**config.mk**
```make
export PLATFORM = sky130hd
export DESIGN_NAME = traffic_light_controller
export DESIGN_NICKNAME = d
export VERILOG_FILES = /design/src/rtl/traffic_light_controller.sv
export SDC_FILE = /design/constraint.sdc
export NUM_CORES = 1
export LEC_CHECK = 0
export BUFFER_PORTS_ARGS = -buffer_cell sky130_fd_sc_hd__buf_2
export CAP_MARGIN = 20
export CORE_MARGIN = 2
export CORE_UTILIZATION = 45
export CTS_BUF_LIST = sky130_fd_sc_hd__clkbuf_8 sky130_fd_sc_hd__clkbuf_16
export CTS_CLUSTER_DIAMETER = 100
export DETAILED_ROUTE_END_ITERATION = 8
export SYNTH_ARGS = -nofsm -noshare
export SYNTH_HDL_FRONTEND = slang
export SYNTH_SLANG_ARGS = --single-unit
```
**constraint.sdc**
```tcl
create_clock -name clk -period 3.3 [get_ports clk]
set_input_delay 0.165 -clock clk [delete_from_list [all_inputs] [get_ports clk]]
set_output_delay 0.165 -clock clk [all_outputs]
set_load 0.1 [all_outputs]
```
**src/rtl/traffic_light_controller.sv**
```systemverilog
// Two-way intersection controller: NS main road held green until EW demand,
// sequenced NSG -> NSY -> EWG -> EWY with saturating per-phase timers.
module traffic_light_controller #(
  parameter int NS_GREEN_TICKS = 32,
  parameter int EW_GREEN_TICKS = 16,
  parameter int YELLOW_TICKS   = 4,
  parameter int TICK_DIV       = 1
) (
  input  logic clk,
  input  logic rst,
  input  logic NS_VEHICLE_DETECT,
  input  logic EW_VEHICLE_DETECT,
  output logic NS_RED,
  output logic NS_YELLOW,
  output logic NS_GREEN,
  output logic EW_RED,
  output logic EW_YELLOW,
  output logic EW_GREEN
);

  localparam int NS_W  = (NS_GREEN_TICKS > 1) ? $clog2(NS_GREEN_TICKS) : 1;
  localparam int EW_W  = (EW_GREEN_TICKS > 1) ? $clog2(EW_GREEN_TICKS) : 1;
  localparam int Y_W   = (YELLOW_TICKS   > 1) ? $clog2(YELLOW_TICKS)   : 1;
  localparam int DIV_W = (TICK_DIV       > 1) ? $clog2(TICK_DIV)       : 1;

  localparam logic [NS_W-1:0]  NS_LAST  = NS_W'(NS_GREEN_TICKS - 1);
  localparam logic [EW_W-1:0]  EW_LAST  = EW_W'(EW_GREEN_TICKS - 1);
  localparam logic [Y_W-1:0]   Y_LAST   = Y_W'(YELLOW_TICKS - 1);
  localparam logic [DIV_W-1:0] DIV_LAST = DIV_W'(TICK_DIV - 1);

  typedef enum logic [1:0] {NSG, NSY, EWG, EWY} state_t;

  state_t           state;
  logic [NS_W-1:0]  ns_t;
  logic [EW_W-1:0]  ew_t;
  logic [Y_W-1:0]   y_t;
  logic [DIV_W-1:0] div;
  logic [5:0]       lamps;
  logic             tick;

  // Lamp vector order: {NS_RED, NS_YELLOW, NS_GREEN, EW_RED, EW_YELLOW, EW_GREEN}
  function automatic logic [5:0] lamp_of(input state_t s);
    case (s)
      NSG:     lamp_of = 6'b001_100;
      NSY:     lamp_of = 6'b010_100;
      EWG:     lamp_of = 6'b100_001;
      EWY:     lamp_of = 6'b100_010;
      default: lamp_of = 6'b100_100;
    endcase
  endfunction

  assign tick = (div == DIV_LAST);

  always_ff @(posedge clk) begin
    if (rst)       div <= '0;
    else if (tick) div <= '0;
    else           div <= div + 1'b1;
  end

  // Lamps are loaded alongside each state change so they track the state
  // register with no added latency.
  always_ff @(posedge clk) begin
    if (rst) begin
      state <= NSG;
      ns_t  <= '0;
      ew_t  <= '0;
      y_t   <= '0;
      lamps <= lamp_of(NSG);
    end else if (tick) begin
      case (state)
        NSG: begin
          if (ns_t == NS_LAST && EW_VEHICLE_DETECT) begin
            state <= NSY;
            ns_t  <= '0;
            y_t   <= '0;
            lamps <= lamp_of(NSY);
          end else if (ns_t != NS_LAST) begin
            ns_t <= ns_t + 1'b1;
          end
        end
        NSY: begin
          if (y_t == Y_LAST) begin
            state <= EWG;
            y_t   <= '0;
            ew_t  <= '0;
            lamps <= lamp_of(EWG);
          end else begin
            y_t <= y_t + 1'b1;
          end
        end
        EWG: begin
          if (ew_t == EW_LAST && (NS_VEHICLE_DETECT || !EW_VEHICLE_DETECT)) begin
            state <= EWY;
            ew_t  <= '0;
            y_t   <= '0;
            lamps <= lamp_of(EWY);
          end else if (ew_t != EW_LAST) begin
            ew_t <= ew_t + 1'b1;
          end
        end
        EWY: begin
          if (y_t == Y_LAST) begin
            state <= NSG;
            y_t   <= '0;
            ns_t  <= '0;
            lamps <= lamp_of(NSG);
          end else begin
            y_t <= y_t + 1'b1;
          end
        end
        default: begin
          state <= NSG;
          lamps <= lamp_of(NSG);
        end
      endcase
    end
  end

  assign {NS_RED, NS_YELLOW, NS_GREEN, EW_RED, EW_YELLOW, EW_GREEN} = lamps;

endmodule

```
# Word-level counts from Yosys, hierarchy flattened
# Index checks and enable logic that the tools add are counted.
totals:
  regBits: 20
  elab_cells: 60
op_classes:
  n_addsub: 4
  n_eq_ne: 14
  mux: 22
  n_bitwise: 1
  n_reduce_logical: 13
op_table:
  columns: ["operator", "n"]
  rows:
  - ["2-to-1 mux 6 bit", 4]
  - ["case mux 6 bit (4 select lines)", 1]
  - ["2-to-1 mux 5 bit", 3]
  - ["2-to-1 mux 2 bit", 7]
  - ["2-to-1 mux 4 bit", 3]
  - ["case mux 5 bit (2 select lines)", 1]
  - ["!= test 2 bit, second input constant", 4]
  - ["case mux 2 bit (4 select lines)", 1]
  - ["case mux 4 bit (2 select lines)", 1]
  - ["AND reduction 4 bit", 2]
  - ["== test 2 bit, second input constant", 3]
  - ["!= test 3 bit, second input constant", 2]
  - ["case mux 2 bit (3 select lines)", 1]
  - ["adder 5 x 1 -> 5 bit, second input constant", 1]
  - ["== test 5 bit, second input constant", 1]
  - ["!= test 5 bit, second input constant", 1]
  - ["AND reduction 5 bit", 1]
  - ["adder 4 x 1 -> 4 bit, second input constant", 1]
  - ["== test 4 bit, second input constant", 1]
  - ["!= test 4 bit, second input constant", 1]
  - ["nonzero test 2 bit", 2]
  - ["OR reduction 2 bit", 2]
  - ["AND reduction 3 bit", 1]
  - ["adder 2 x 1 -> 2 bit, second input constant", 1]
  - ["other kinds (7)", 8]

# Logic depth before layout (Yosys ltp)
# Gate-level depths: netlist (run 1).
depth:
  word_depth: 5
  ltp_mapped: 7
  mapped_depth_nobuf: 7

# Worst setup path after synthesis (run 1)
# Ideal clock, no wire load.
synth_timing:
  path_kind: "register -> register"
  from: "reg state[1]"
  to: "reg ew_t[0]"
  arrival_time_ns: 2.448
  path_slack_ns: 0.785
  path_stages_with_launch: 7
  n_path_buf: 0
  period_less_slack_ns: 2.515
  cell_sequence: "dfxtp_1 inv_1 ha_1 mux2i_1 a311o_1 or3_1 a21oi_2"
synth_between:
  elab_chain_cells: 3
  word_cells_on_any_way: 7
  classes_between: "4 x eq/ne; 1 x mux; 2 x reduce/logical"
synth_lines:
  columns: ["item", "line", "source"]
  rows:
  - ["start, declared", "33", "state_t state;"]
  - ["start signal, assigned", "64", "state <= NSG;"]
  - ["start signal, assigned", "73", "state <= NSY;"]
  - ["start signal, assigned", "83", "state <= EWG;"]
  - ["== test 2 bit / == test 2 x 1 -> 1 bit (equally long branches)", "70", "case (state)"]
  - ["!= test 3 bit (no line), or another cell as far along", null, null]
  - ["AND reduction 4 bit (no line)", null, null]
  - ["end signal, assigned", "98", "ew_t <= ew_t + 1'b1;"]
  - ["end, declared", "35", "logic [EW_W-1:0] ew_t;"]
# Parallel ways exist; a longest one is shown, timed or not.
# A chain may end at the register's enable or synchronous reset.

# Final worst setup path (run 1)
layout_timing:
  from: "reg ns_t[0]"
  to: "reg ns_t[0]"
layout_between:
  elab_chain_cells: 4
  word_cells_on_any_way: 9
  classes_between: "1 x add/sub; 3 x eq/ne; 3 x mux; 2 x reduce/logical"
layout_lines:
  columns: ["item", "line", "source"]
  rows:
  - ["start, declared", "34", "logic [NS_W-1:0] ns_t;"]
  - ["start signal, assigned", "78", "ns_t <= ns_t + 1'b1;"]
  - ["adder 5 x 1 -> 5 bit / == test 5 bit (equally long branches)", "78, 72", null]
  - ["2-to-1 mux 5 bit / logical AND 1 bit (equally long branches)", "77, 72", null]
  - ["2-to-1 mux 5 bit / != test 3 bit (equally long branches)", null, null]
  - ["case mux 5 bit (2 select lines) / AND reduction 4 bit (equally long branches)", null, null]
# Parallel ways exist; a longest one is shown, timed or not. The select of a mux whose other input is x is not followed.

==> summary.md, run 1 <==
| Metric | Value |
|---|---|
| Diodes inserted | `0` |
| FP Rows | `17` |
| Critical Path Start Type | `flop` |
| Synthesized Nets | `133` |
| Clock transition at path regs | `0.07 ns` |
| Post-CTS sizing | `0` |
| Vias after detailed routing | `887` |
| Slew Limit Fails | `0` |
| H-tree Lvls | `1` |
| P per Cell Area | `362 nW/um^2` |
| Final setup margin | `1.27 ns` |
| Die ar. | `2670 um^2` |
| Syn Area/Cell | `8.53 um^2` |
| Clock skew | `0.00775 ns` |
| Setup violators final | `0` |
| Starting Density | `46.7%` |
| R2r startpoint | `ns_t[0]` |
| # IOs | `10` |
| Area Growth Syn to Fin | `10.6%` |
| Clock Root Buffer | `clkbuf_8` |
| Post-synth top area cell | `dfxtp_1` |
| GPL Wtd Cong | `0.798` |
| CTS tree | `done` |
| Fmax | `493 MHz` |
| Die height | `51.7 um` |
| Crit end category | `flop` |
| Routed WL | `2070 um` |
| Post-CTS setup buffers | `0` |
| Number of synthesized flops with an enable pin | `0` |
| Peak VDD IR | `0.000250 V` |
| Post-synth top flop | `dfxtp_1` |
| Filler cell count | `209` |
| Initial antenna violation count | `0` |
| Synth cell types | `39` |
| Share of the synthesized area in the top cell type | `37.2%` |
| Share of cells above drive strength 1 | `12.3%` |
| Total gr overflow | `0` |
| DRC viols | `0` |
| Setup TNS after final layout | `0 ns` |
| Vias in the first global route | `860` |
| Die Width | `51.7 um` |
| Clock tree buffer depth | `2` |
| Synth Instances | `120` |
| Input/output buffers | `9` |
| Pleak | `0.450 nW` |
| CTS Buf Count | `3` |
| Worst EP required | `3.43 ns` |
| Hold Path Class | `primary input to flop` |
| RSZ-0062 raised after global routing | `false` |
| Final Critical Period | `2.03 ns` |
| CP Data Arrival Time | `2.16 ns` |
| Final hold violation count | `0` |
| #FFs+latches synth | `19` |
| Sequential element share of the synthesized area | `37.2%` |
| Crit. Startpoint | `ns_t[0]` |
| Crit path max fanout | `4` |
| TritonRoute pass-1 iters | `4` |
| Tcrit/Tclk final | `61.4%` |
| Initial drt markers | `14` |
| Max-cap violation count | `0` |
| Mapped Area | `1020 um^2` |
| Routed len/inst | `13.1 um` |
| Kind of critical path | `flop to flop` |
| Post-synth ARST share | `0%` |
| Hold path startpoint | `rst` |
| Total track usage | `18.5%` |
| Setup WS pre-CTS | `1.29 ns` |
| Utilization after layout | `51.7%` |
| Nets | `144` |
| Hold Worst Slack | `0.305 ns` |
| # hold bufs at CTS | `0` |
| Synth warn | `0` |
| ANT nets after route | `0` |
| Pin count of the biggest net entering global routing | `22` |
| Final total power | `410 uW` |
| # clock sinks | `19` |
| Core Area | `2190 um^2` |
| DR vias/cell | `5.61` |
| Largest cells by area after synthesis | `dfxtp_1, ha_1, a21oi_1` |
| Dpl hpwl | `1480 um` |
| Worst-Skew Late Latency | `0.26 ns` |
| First-pass GRT wire length | `3710 um` |
| Status | `complete, no violations` |
==> cells in the final DEF (no fill, tap or decap), types with 2 or more instances in the layout <==
cell type  synthesis  routed
clkbuf_8           0       3
nand3_1            9       9
dfxtp_1           19      19
nor2b_1            3       3
nor3_1             2       2
ha_1               9       9
nand2_1            9       9
a21oi_1           12      12
a311oi_1           2       2
buf_2              1       9
o21ai_1            7       7
and3_1             3       3
or4_1              2       2
inv_1              5       6
mux2i_1            2       2
nor2_1            10      10
nor4b_1            2       2
==> metrics by stage <==
step / instance area [um^2] / cells
2_1_floorplan: 1020 / 120
3_3_place_gp: 1090 / 154
3_5_place_dp: 1090 / 154
4_1_cts: 1130 / 158
5_1_grt: 1130 / 158
6_report: 1130 / 158
==> synthesized netlist by cell type (all sizes together) (2+ instances only) <==
cell / n
a21oi: 13
nor4b: 2
or4: 2
nand2: 9
nor3: 2
nand3: 9
ha: 9
dfxtp: 19
o21ai: 8
inv: 5
nor2: 10
nor2b: 3
a311oi: 2
mux2i: 2
and3: 3
buf: 2
==> sequential cells by signal, indices dropped and copies added (netlist names) <==
name,flops
ew_t,4
div,1
ns_t,5
y_t,2
lamps,5
state,2
==> per-layer routing <==
layer  track usage (%)  wire, um  vias to the layer above
li1                  -         -                      458
met1              21.5       995                      411
met2              32.3       961                       13
met3              4.31        68                        5
met4              7.89        42                        0
met5                 0         0                        -
==> kinds of logic (layout without fill, tap and decap cells) <==
logic type,after synthesis,after routing,synth area share (%)
adders and majority gates,9,9,11.0
AOI/OAI and AO/OA,33,33,20.5
other,1,1,0.366
buffers and inverters,8,18,3.42
DFF,19,19,37.2
muxes,2,2,1.96
and+or+nand+nor,48,48,25.6
==> path summary, 6_finish.rpt <==
| kind | to | slack [ns] | cells past startpoint |
|---|---|---|---|
| hold reg to reg | lamps[1] | 0.48 | 2 |
| setup / recovery | ns_t[0] | 1.27 | 7 |
| hold / removal | ew_t[0] | 0.30 | 2 |
| setup reg to reg | ns_t[0] | 1.27 | 7 |
==> power breakdown <==
part / switching, mW / internal [mW] / total (mW)
clock: 0.0765 / 0.0827 / 0.159
sequential: 0.00339 / 0.232 / 0.235
combinational: 0.00990 / 0.00591 / 0.0158
total: 0.0898 / 0.320 / 0.410
==> area by class of cell <==
class	count	area, um^2	share of cell area (%)
multi-input cells	93	608	53.7
flip-flops and latches	19	380	33.6
repair buffers	9	45.0	3.98
clock buffers	3	41.3	3.65
well taps	28	35.0	3.09
inverters	5	18.8	1.66
clock inverters	1	3.75	0.331
==> critical path: stages, from the launching register on <==
cell	delay (ns)
dfxtp_1	0.33
ha_1	0.21
and3_1	0.18
ha_1	0.21
and3b_1	0.19
or4_1	0.56
a21oi_1	0.17
nor2_1	0.05
No activity file was read; power rests on OpenSTA's default activity.
==> run 2, diff against run 1 <==
--- a/config.mk
+++ b/config.mk
@@ -5,6 +5,7 @@
 export SDC_FILE = /design/constraint.sdc
 export NUM_CORES = 1
 export LEC_CHECK = 0
+export ABC_AREA = 1
 export BUFFER_PORTS_ARGS = -buffer_cell sky130_fd_sc_hd__buf_2
 export CAP_MARGIN = 20
 export CORE_MARGIN = 2
@@ -12,6 +13,7 @@
 export CTS_BUF_LIST = sky130_fd_sc_hd__clkbuf_8 sky130_fd_sc_hd__clkbuf_16
 export CTS_CLUSTER_DIAMETER = 100
 export DETAILED_ROUTE_END_ITERATION = 8
+export PLACE_DENSITY = 0.66
 export SYNTH_ARGS = -nofsm -noshare
 export SYNTH_HDL_FRONTEND = slang
 export SYNTH_SLANG_ARGS = --single-unit
==> constraint.sdc (replaced) <==
create_clock -name clk -period 1.8 [get_ports clk]
set_input_delay 0.09 -clock clk [delete_from_list [all_inputs] [get_ports clk]]
set_output_delay 0.09 -clock clk [all_outputs]
set_load 0.1 [all_outputs]
==> summary.md, run 2 <==
| Metric | Value |
|---|---|
| Status | `complete, no violations` |
| Number of synthesized flops with an enable pin | `0` |
| Die Width | `52.6 um` |
| Tcrit/Tclk final | `92.9%` |
| Hold Path Class | `primary input to flop` |
| Clock skew | `0.00127 ns` |
| Worst Setup EP | `y_t[1]` |
| RR Endpoint | `y_t[1]` |
| Final hold violation count | `0` |
| Kind of critical path | `flop to flop` |
| Utilization after layout | `54.6%` |
| Synth cell types | `21` |
| Int Pwr | `675 uW` |
| Clock transition at path regs | `0.07 ns` |
| Synthesized Nets | `160` |
| Initial antenna violation count | `0` |
| Pleak | `0.526 nW` |
| Synth top cells by count | `nand2_1, dfxtp_1, inv_1, nor2_1, a21oi_1` |
| Switching Share | `33.6%` |
| Share of the synthesized area in the top cell type | `35.8%` |
| Worst-Skew Late Latency | `0.26 ns` |
| Peak VDD IR | `0.000674 V` |
| Final Critical Period | `1.67 ns` |
| Syn Area/Cell | `7.23 um^2` |
| CTS Buf Count | `3` |
| ANT nets after route | `0` |
| RSZ-0062 raised after global routing | `true` |
| XOR/XNOR Fraction of Synth Area | `0.824%` |
| CP Data Arrival Time | `1.83 ns` |
| GPL Wtd Cong | `0.749` |
| # IOs | `10` |
| Nets | `173` |
| Post-synth top area cell | `dfxtp_1` |
| Max-cap violation count | `0` |
| Most frequent cell after synthesis | `nand2_1` |
| First-pass GRT wire length | `3320 um` |
| P per Cell Area | `842 nW/um^2` |
| Die height | `52.6 um` |
| Slew Limit Fails | `0` |
| FP Rows | `17` |
| Diodes inserted | `0` |
| Input/output buffers | `9` |
| DR vias/cell | `4.90` |
| Final instance area | `1210 um^2` |
| Reg2reg path depth | `11` |
| Biggest registers after layout | `lamps (5), ns_t (5), ew_t (4)` |
| R2R Setup Slk | `0.13 ns` |
| Largest cells by area after synthesis | `dfxtp_1, nand2_1, ha_1` |
| Final total power | `1.02 mW` |
| Mapped Area | `1060 um^2` |
| TritonRoute pass-1 iters | `5` |
| Crit path max fanout | `6` |
| Most frequent cells in the layout | `nand2_1, inv_1, nor2_1` |
| Mux cell area share after synthesis | `0%` |
| Clock group share of total power | `28.6%` |
| Final setup margin | `0.128 ns` |
| Vias in the first global route | `798` |
| Vias after detailed routing | `916` |
| Sequential element share of the synthesized area | `35.8%` |
| Worst EP required | `1.96 ns` |
| Hold Worst Slack | `0.0997 ns` |
| Setup violators final | `0` |
| # clock sinks | `19` |
| Post-Synth Simple-Gate Area | `34.9%` |
| Clock Root Buffer | `clkbuf_8` |
| Dpl cells | `183` |
| Share of cells above drive strength 1 | `20.1%` |
| Routed WL | `2000 um` |
| Post-CTS setup buffers | `0` |
| Non-Filler Instances | `187` |
| Crit. Startpoint | `ns_t[0]` |
| Synth Instances | `147` |
| CTS tree | `done` |
| Area Growth Syn to Fin | `13.7%` |
| Total gr overflow | `0` |
| Post-synth top flop | `dfxtp_1` |
| Starting Density | `48.0%` |
| Post-Synth Adder-Cell Area | `10.6%` |
| Post-synth ARST share | `0%` |
| Part of the power in registers | `46.4%` |
| Largest family of logic cells by synthesized area | `simple AND/OR/NAND/NOR gates` |
| Compound-gate portion of the synthesized area | `9.89%` |
| Routed len/inst | `10.7 um` |
| Clock tree buffer depth | `2` |
| Critical Path Start Type | `flop` |
| Core Area | `2210 um^2` |
| R2r startpoint | `ns_t[0]` |
| Total track usage | `16.4%` |
| Commonest non-fill, non-tap cell in the layout | `nand2_1` |
| Combinational power share | `24.9%` |
| DP Area | `1140 um^2` |
| Fmax | `598 MHz` |
| Die ar. | `2770 um^2` |
| Pin count of the biggest net entering global routing | `11` |
| Initial drt markers | `13` |
| Synth warn | `0` |
| Setup TNS after final layout | `0 ns` |
| Setup WS pre-CTS | `0.0222 ns` |
| Crit end category | `flop` |
| Sw power | `342 uW` |
| #FFs+latches synth | `19` |
| DRC viols | `0` |
| Dpl hpwl | `1530 um` |
| H-tree Lvls | `1` |
[run 2: power groups by stage]
stage          Clock [mW]  Sequential (mW)  Combinational [mW]
2_1_floorplan           0            0.544               0.136
3_3_place_gp            0            0.479               0.238
3_5_place_dp            0            0.480               0.244
4_1_cts             0.302            0.471               0.247
5_1_grt             0.314            0.475               0.287
6_report            0.291            0.472               0.254
[run 2: critical path, stage by stage (launching register included)]
cell and delay, ns:
dfxtp_2 0.35, ha_1 0.15, nand2_1 0.07, nor2_1 0.11, ha_2 0.21, nand2_2 0.08, a21oi_4 0.25, nand2_1 0.12
inv_2 0.09, nand2_1 0.05, nand2_1 0.05, nor2_1 0.04
[run 2: cells by family after synthesis]
logic type	count (synthesis)
xor+xnor	1
buf+inv	20
fa+ha+maj	9
simple gates	79
flops	19
other cells	1
compound gates	18
[run 2: how the worst min path moves through the flow]
stage / startpoint / end / slack, ns / cells after the start
floorplan: EW_VEHICLE_DETECT / ns_t[4] / 0.39 / 3
global placement: rst / ew_t[1] / 0.38 / 2
detailed placement: rst / ns_t[2] / 0.38 / 2
CTS: rst / ns_t[2] / 0.1 / 2
global route: rst / ns_t[2] / 0.12 / 2
finish: rst / ns_t[2] / 0.1 / 2
[run 2: cell type report]
cell class / count / area [um^2]
clock buffers: 3 / 41.3
clock inverters: 1 / 3.75
fillers: 222 / 1000
inverters: 19 / 71.3
multi-input cells: 108 / 626
flip-flops and latches: 19 / 385
well taps: 28 / 35.0
repair buffers: 9 / 45.0
[run 2: metal layers]
| metal | GRT usage, % | wire [um] | up-vias |
|---|---|---|---|
| met5 | 0 | 0 | - |
| li1 | - | - | 496 |
| met2 | 25.2 | 909 | 13 |
| met4 | 6.41 | 43 | 0 |
| met3 | 5.43 | 65 | 6 |
| met1 | 21.1 | 983 | 401 |
[run 2: what timing repair did]
| action | in CTS | in global routing |
|---|---|---|
| pin swaps | 0 | 3 |
| gates resized for setup | 1 | 9 |
| setup endpoints to repair | 1 | 13 |
| hold buffers | 0 | 0 |
| gates cloned | 0 | 0 |
| endpoints found under the hold margin | 0 | 0 |
